[src/rtl/hex_digit_scanner.sv]
// hex_digit_scanner: multiplexes a 16-bit value onto a 4-digit common-anode
// seven-segment display, one digit per slot, with per-slot dead time and
// double-buffered updates that commit only at frame boundaries.
//
// Ports:
//   clk          system clock, rising edge
//   rst_n        asynchronous active-low reset
//   value_in     four hex digits, digit 0 in [3:0]
//   load         single-cycle strobe capturing value_in
//   blank_mask   bit d keeps digit d dark for its whole slot
//   out          nibble of the digit currently being driven (registered)
//   an           active-low one-hot anode enables (registered)
//   frame        one-cycle pulse on the first cycle of each frame (registered)
//   pending      a loaded value is waiting for the next frame boundary
module hex_digit_scanner #(
  parameter int unsigned REFRESH_DIV  = 50000,
  parameter int unsigned BLANK_CYCLES = 1000
) (
  input  logic        clk,
  input  logic        rst_n,
  input  logic [15:0] value_in,
  input  logic        load,
  input  logic [3:0]  blank_mask,
  output logic [3:0]  out,
  output logic [3:0]  an,
  output logic        frame,
  output logic        pending
);

  localparam int unsigned CNT_W = $clog2(REFRESH_DIV);

  // cnt_q/idx_q hold the slot position of the cycle currently shown on the
  // outputs; run_q is clear until the first edge after reset, which starts
  // slot 0 of frame 0 rather than advancing from it.
  logic [CNT_W-1:0] cnt_q, cnt_d;
  logic [1:0]       idx_q, idx_d;
  logic [15:0]      disp_q, disp_d;
  logic [15:0]      stage_q, stage_d;
  logic             pending_q, pending_d;
  logic             run_q;
  logic [3:0]       out_q, out_d;
  logic [3:0]       an_q, an_d;
  logic             frame_q, frame_d;
  logic             boundary;

  // Next position, buffer commit and registered output values.
  always_comb begin
    cnt_d     = cnt_q;
    idx_d     = idx_q;
    disp_d    = disp_q;
    stage_d   = stage_q;
    pending_d = pending_q;
    boundary  = 1'b0;
    out_d     = 4'h0;
    an_d      = 4'b1111;

    if (!run_q) begin
      cnt_d    = '0;
      idx_d    = 2'd0;
      boundary = 1'b1;
    end else if (cnt_q == CNT_W'(REFRESH_DIV - 1)) begin
      cnt_d    = '0;
      idx_d    = idx_q + 2'd1;
      boundary = (idx_q == 2'd3);
    end else begin
      cnt_d = cnt_q + CNT_W'(1);
    end

    // A load on the boundary edge bypasses the older staged value.
    if (boundary) begin
      if (load) begin
        disp_d    = value_in;
        stage_d   = value_in;
        pending_d = 1'b0;
      end else if (pending_q) begin
        disp_d    = stage_q;
        pending_d = 1'b0;
      end
    end else if (load) begin
      stage_d   = value_in;
      pending_d = 1'b1;
    end

    // Outputs reflect the position being entered, using the committed disp.
    case (idx_d)
      2'd0:    out_d = disp_d[3:0];
      2'd1:    out_d = disp_d[7:4];
      2'd2:    out_d = disp_d[11:8];
      default: out_d = disp_d[15:12];
    endcase

    if ((32'(cnt_d) >= BLANK_CYCLES) && !blank_mask[idx_d]) begin
      case (idx_d)
        2'd0:    an_d = 4'b1110;
        2'd1:    an_d = 4'b1101;
        2'd2:    an_d = 4'b1011;
        default: an_d = 4'b0111;
      endcase
    end

    frame_d = boundary;
  end

  always_ff @(posedge clk or negedge rst_n) begin
    if (!rst_n) begin
      cnt_q     <= '0;
      idx_q     <= 2'd0;
      disp_q    <= 16'h0000;
      stage_q   <= 16'h0000;
      pending_q <= 1'b0;
      run_q     <= 1'b0;
      out_q     <= 4'h0;
      an_q      <= 4'b1111;
      frame_q   <= 1'b0;
    end else begin
      cnt_q     <= cnt_d;
      idx_q     <= idx_d;
      disp_q    <= disp_d;
      stage_q   <= stage_d;
      pending_q <= pending_d;
      run_q     <= 1'b1;
      out_q     <= out_d;
      an_q      <= an_d;
      frame_q   <= frame_d;
    end
  end

  assign out     = out_q;
  assign an      = an_q;
  assign frame   = frame_q;
  assign pending = pending_q;

endmodule

[config.mk]
export PLATFORM = sky130hd
export DESIGN_NAME = hex_digit_scanner
export DESIGN_NICKNAME = d
export VERILOG_FILES = /design/src/rtl/hex_digit_scanner.sv
export SDC_FILE = /design/constraint.sdc
export NUM_CORES = 1
export LEC_CHECK = 0
export BUFFER_PORTS_ARGS = -buffer_cell sky130_fd_sc_hd__buf_2
export CAP_MARGIN = 15
export CORE_UTILIZATION = 40
export CTS_CLUSTER_SIZE = 8
export DETAILED_ROUTE_END_ITERATION = 6
export PLACE_DENSITY = 0.6
export SLEW_MARGIN = 20
export SYNTH_ARGS = -nofsm -noshare
export SYNTH_HDL_FRONTEND = slang
export SYNTH_SLANG_ARGS = --single-unit
[constraint.sdc]
create_clock -name clk -period 3.2 [get_ports clk]
set_input_delay 0.32 -clock clk [delete_from_list [all_inputs] [get_ports clk]]
set_output_delay 0.32 -clock clk [all_outputs]
set_load 0.03 [all_outputs]
==> results.cfg, run 1 <==
[grt]
grt_antenna_before_repair = 0
vias_in_the_first_global_route = 1764
congestion_overflow_gr = 0
grt_max_degree = 41
wire_length_of_the_first_global_routing_pass_mm = 8.42
gr-usage-all-layers_pct = 15.7

[worst_setup_path]
crit_path_max_incr_delay_ns = 0.60
critical_path.cell_chain = or4_1 > or4_1 > buf_4 > xor2_1 > nand2b_1 > inv_2 > nor3_1 > nand3_1
path_class = flip-flop to flip-flop
crit_path_max_fanout = 8
worst_setup_path_start_kind = flip-flop
worst_ep_required_time_ns = 3.45
critical_path_sink_type = flip-flop
cp_slowest_cell = or4_1
critical-path-top-cell-by-count = or4_1
critical_path_arrival_ns = 2.98

[synthesis]
yosys-top-cells-area = dfrtp_1 (52%), mux2_2 (9.5%), mux2_4 (5.0%)
post_synth_top_area_cell = dfrtp_1
post_synth_num_cell_types = 39
ys_warn_count = 0
ys_seq_area_share_pct = 56.1
cell_area_after_synthesis_sq_mm = 0.00273
post_synth.cell_area_avg_sq_um = 12.8
synth_edf_count = 0
netlist_instances = 213
most_frequent_cell_after_synthesis = dfrtp_1
async_set_or_reset_register_ratio_after_synthesis_pct = 100
ys_seq_elements = 61
netlist.area_leader.share_pct = 52.3
mappedNetlistNets = 238
synth_top_cells_by_count = dfrtp_1 (57), mux2_2 (23), nor2_1 (17)
ys_dominant_reg_cell = dfrtp_1

[timing]
slew_headroom_pct = 43.0
drv_slew = 0
final.period_utilization_pct = 85.3
tightestPinTransition_ns = 0.855
achievable-frequency_ghz = 0.366
grt_setup_unrepaired = no
skew_ns = 0.00871
period_minus_slack_ns = 2.73
report.final.setup_viol = 0
finalSetupTns_ns = 0
hold_viol_final = 0

[floorplan]
die_h_um = 84.6
number_of_cell_rows = 29
initial_utilization_pct = 42.2
io-pin-count = 33
core_region_area_sq_mm = 0.00646
floorplan.die_area_sq_mm = 0.00715
dieWidth_um = 84.6

[placement]
detailed_place_hpwl_mm = 3.51
numPlacedInstances = 319
detailed_place.area_sq_mm = 0.00296
gp_routability_congestion = 0.846
port_buffer_count = 32

[power]
cellPowerDensity_mw_per_mm2 = 549
comb_power_share_pct = 13.2
ir_drop_uv = 311
power_frac_clock_pct = 35.8
design_power_total_mw = 1.73
seqPwrFrac_pct = 51.0
switchingPower_uw = 438
power_switching_share_pct = 25.4
p_leak_nw = 1.45
internal_power_mw = 1.29

[clocking]
post-cts-setup-buffers = 0
tritoncts = done
worst_setup_hold_path_clk_slew_ns = 0.07
cts_max_level = 3
cts_buffers = 9
cts.sink_count = 61
insertion_delay_ns = 0.33
post_cts.resized_instances = 0
clk_tree_root_cell = clkbuf_8
cts_buffer_depth = 2
holdBufCountCts = 0

[route]
remaining_drcs = 0
drt-initial-drc-count = 65
detail_route.vias_per_cell = 5.03
route.detailed.wl_per_inst_um = 14.5
detailroute.via_count = 1686
finalWirelength_mm = 4.87
ant_nets = 0
first_pass_iters = 4

[min_path]
worstHoldPathType = input pin to async pin

[final_layout]
fin_cells = 335
design.final.nets = 278
drive_gt1_share_pct = 36.4
finish.utilization_pct = 48.7
final_area_sq_mm = 0.00315
flow.area_growth_from_synthesis_pct = 15.4
antenna-diode-count = 0

[job]
maxCapViolations = 0

[outcome]
status = completed
power groups by stage:
stage | clock network [mW] | registers (mW) | logic (mW)
floorplan | 0 | 0.912 | 0.138
global route | 0.667 | 0.887 | 0.253
detailed placement | 0 | 0.895 | 0.233
global placement | 0 | 0.894 | 0.229
finish | 0.617 | 0.881 | 0.228
CTS | 0.642 | 0.881 | 0.234
flip-flops by register name, indices dropped and copies added (netlist names):
register / cells
out: 4
pending: 1
frame: 1
cnt_q: 16
run_q: 1
disp_q: 16
idx_q: 2
stage_q: 16
an: 4
kinds of logic after synthesis:
kind of cell             Yosys count  synth area share, %
other                              1                0.137
flip-flops                        61                 56.1
XOR/XNOR                          15                 4.82
AND/OR/NAND/NOR                   61                 11.8
multiplexers                      45                 19.2
buffers and inverters             14                 3.07
AO/OA/AOI/OAI                     14                 3.85
adder cells (fa/ha/maj)            2                0.917
routing by layer:
metal | track usage (%) | vias up | routed length [um]
met5 | 0 | - | 0
met4 | 4.62 | 0 | 51
met3 | 6.88 | 5 | 215
met2 | 23.8 | 30 | 2250
met1 | 20.5 | 824 | 2350
li1 | - | 827 | -
path summary, 6_finish.rpt:
check | from | endpoint | slack (ns) | cells past startpoint
max in group asynchronous | rst_n | an[3]$_DFF_PN1_ | 2.34 | 2
worst max-delay path | cnt_q[4]$_DFF_PN0_ | an[0]$_DFF_PN1_ | 0.47 | 8
min in group clk | blank_mask[1] | an[1]$_DFF_PN1_ | 0.23 | 3
worst min-delay path | rst_n | cnt_q[10]$_DFF_PN0_ | 0.10 | 1
worst min register to register | disp_q[5]$_DFF_PN0_ | disp_q[5]$_DFF_PN0_ | 0.49 | 1
worst max register to register | cnt_q[4]$_DFF_PN0_ | an[0]$_DFF_PN1_ | 0.47 | 8
worst max-delay path, delay by kind of cell (launching register included):
kind / cells / cell delay, ns
XOR/XNOR: 1 / 0.11
buffers and inverters: 2 / 0.28
flip-flops: 1 / 0.46
AND/OR/NAND/NOR: 5 / 1.81
layout by cell type (no fill, tap or decap), types with 5 or more instances in the layout:
cell type,Yosys,layout
nand2_1,5,5
nor2_1,17,17
xnor2_1,11,11
mux2_2,23,23
dfrtp_1,57,57
nand3_1,9,9
buf_4,0,5
and3_1,6,6
clkbuf_8,0,11
mux2_4,9,9
buf_2,0,32
mux2i_1,13,13
nor3_1,9,9
layout make-up:
type | instances | area [sq um]
clock inverters | 5 | 35.0
inverters | 6 | 22.5
multi-input cells | 138 | 1110
clock buffers | 11 | 151
flip-flops and latches | 61 | 1530
well taps | 77 | 96.3
repair buffers | 37 | 198
fillers | 571 | 3310
through the flow:
| step | hold WS (ns) | setup WS (ns) |
|---|---|---|
| after CTS | 0.130 | 0.457 |
| after floorplan | 0.0244 | 0.512 |
| final | 0.103 | 0.470 |
| after detailed placement | 0.480 | 0.462 |
| after global routing | 0.163 | 0.335 |
| after global placement | 0.473 | 0.524 |
Note: power is estimated with default switching activity, not from simulation.
==> run 2: changes to the inputs <==
BUFFER_PORTS_ARGS = default   (was -buffer_cell sky130_fd_sc_hd__buf_2)
DONT_BUFFER_PORTS = 1   (was default)
PLACE_DENSITY = 0.56   (was 0.6)
==> run 2 against run 1 <==
Compared with the run above:
- utilization decreased by 2.5 points
- sequential cell count is the same
- critical path depth unchanged
- cell count fell by 9.9%
- critical endpoint is now out[3]$_DFF_PN0_
- total power decreased by 3.4%
- first-iteration DRC count up 18%
- critical path type unchanged
- clock skew grew 0.0019 ns
- worst hold slack improved by 0.011 ns
==> results.cfg, run 2 (synthesized netlist as in run 1, its figures left out) <==
[clocking]
insertion_delay_ns = 0.34
cts_buffers = 9
worst_setup_hold_path_clk_slew_ns = 0.07
cts_max_level = 3
cts.sink_count = 61
cts_buffer_depth = 2
tritoncts = done
post_cts.resized_instances = 0
clk_tree_root_cell = clkbuf_8

[power]
ir_drop_uv = 271
p_leak_nw = 1.32
switchingPower_uw = 439
power_frac_clock_pct = 35.0
seqPwrFrac_pct = 54.6
comb_power_share_pct = 10.4
power_switching_share_pct = 26.3
design_power_total_mw = 1.67
cellPowerDensity_mw_per_mm2 = 559
internal_power_mw = 1.23

[final_layout]
layout_commonest_cell = dfrtp_1
layout_top_registers = cnt_q (16), disp_q (16), stage_q (16)
most-common-layout-cells = dfrtp_1 (57), mux2_2 (23), nor2_1 (17)
flow.area_growth_from_synthesis_pct = 9.36
drive_gt1_share_pct = 26.2
design.final.nets = 245
finish.utilization_pct = 46.2
antenna-diode-count = 0

[floorplan]
core_region_area_sq_mm = 0.00646
number_of_cell_rows = 29
initial_utilization_pct = 42.2
dieWidth_um = 84.6
io-pin-count = 33
die_h_um = 84.6
floorplan.die_area_sq_mm = 0.00715

[placement]
gp_routability_congestion = 0.847
port_buffer_count = 0
placement.setup.worst_slack_ns = 0.358
detailed_place_hpwl_mm = 3.29

[timing]
slew_headroom_pct = 62.2
tightestPinTransition_ns = 0.565
achievable-frequency_ghz = 0.356
finalSetupTns_ns = 0
grt_setup_unrepaired = no
final.period_utilization_pct = 87.8
report.final.setup_viol = 0
drv_slew = 0
period_minus_slack_ns = 2.81
finalWorstSetupSlack_ns = 0.390
skew_ns = 0.0106
hold_viol_final = 0

[route]
finalWirelength_mm = 5.00
remaining_drcs = 0
route.detailed.wl_per_inst_um = 16.6
drt-initial-drc-count = 77
detail_route.vias_per_cell = 5.37
ant_nets = 0
first_pass_iters = 6
detailroute.via_count = 1621

[grt]
vias_in_the_first_global_route = 1721
grt_max_degree = 62
wire_length_of_the_first_global_routing_pass_mm = 8.66
grt_antenna_before_repair = 0
gr-usage-all-layers_pct = 16.1
congestion_overflow_gr = 0

[worst_setup_path]
worst_setup_path_start_kind = flip-flop
worst_ep_required_time_ns = 3.41
critical_path_arrival_ns = 3.02
critical_path_sink_type = flip-flop
path_class = flip-flop to flip-flop
crit_path_max_fanout = 8

[job]
maxCapViolations = 0

[min_path]
worstHoldPathType = input pin to flip-flop

[outcome]
status = completed
[run 2: what timing repair did]
item | CTS | global route
hold endpoints to repair | 61 | 0
hold buffers | 2 | 0
setup buffers | 0 | 0
endpoints found under the setup margin | 0 | 0
[run 2: worst paths after layout]
check / start / slack [ns] / end / cells after the start
max: cnt_q[4]$_DFF_PN0_ / 0.39 / out[3]$_DFF_PN0_ / 8
min: blank_mask[0] / 0.11 / an[0]$_DFF_PN1_ / 2
max reg2reg: cnt_q[4]$_DFF_PN0_ / 0.39 / out[3]$_DFF_PN0_ / 8
min reg2reg: disp_q[14]$_DFF_PN0_ / 0.49 / disp_q[14]$_DFF_PN0_ / 1
max in group asynchronous: rst_n / 2.39 / an[0]$_DFF_PN1_ / 2
min in group asynchronous: rst_n / 0.50 / stage_q[10]$_DFFE_PN0P_ / 2
[run 2: layout make-up]
cell class | instances | area (sq um)
inverters | 6 | 22.5
clock inverters | 6 | 40.0
multi-input cells | 138 | 1110
clock buffers | 10 | 128
fillers | 601 | 3480
flip-flops and latches | 61 | 1530
repair buffers | 4 | 52.6
well taps | 77 | 96.3
[run 2: stage by stage]
| stage | cell area [sq um] | hold slack, ns | instances |
|---|---|---|---|
| 3_5_place_dp | 2780 | 0.0260 | 284 |
| 4_1_cts | 2980 | 0.102 | 302 |
| 3_3_place_gp | 2780 | 0.0262 | 284 |
| 2_1_floorplan | 2730 | 0.0244 | 213 |
| 6_report | 2980 | 0.114 | 302 |
| 5_1_grt | 2980 | 0.101 | 302 |
[run 2: worst max-delay path: stages (launching register included)]
cell	delay, ns
dfrtp_1	0.46
or4_1	0.53
or4_1	0.59
buf_4	0.20
mux2_2	0.25
nand2_4	0.10
inv_2	0.20
mux2i_1	0.26
mux2i_1	0.10
[run 2: power by group through the flow]
| stage | registers, mW | clock network (mW) | logic, mW |
|---|---|---|---|
| after floorplan | 0.912 | 0 | 0.138 |
| after global placement | 0.923 | 0 | 0.151 |
| after detailed placement | 0.924 | 0 | 0.155 |
| after CTS | 0.912 | 0.607 | 0.176 |
| after global routing | 0.920 | 0.648 | 0.191 |
| final | 0.911 | 0.584 | 0.173 |
[run 2: per-layer routing]
metal / vias up / GRT usage (%) / part of all wire, %
met3: 7 / 6.59 / 5.5
met5: - / 0 / 0
met2: 34 / 22.5 / 42
met4: 0 / 6.47 / 1.4
li1: 765 / - / -
met1: 815 / 22.1 / 51
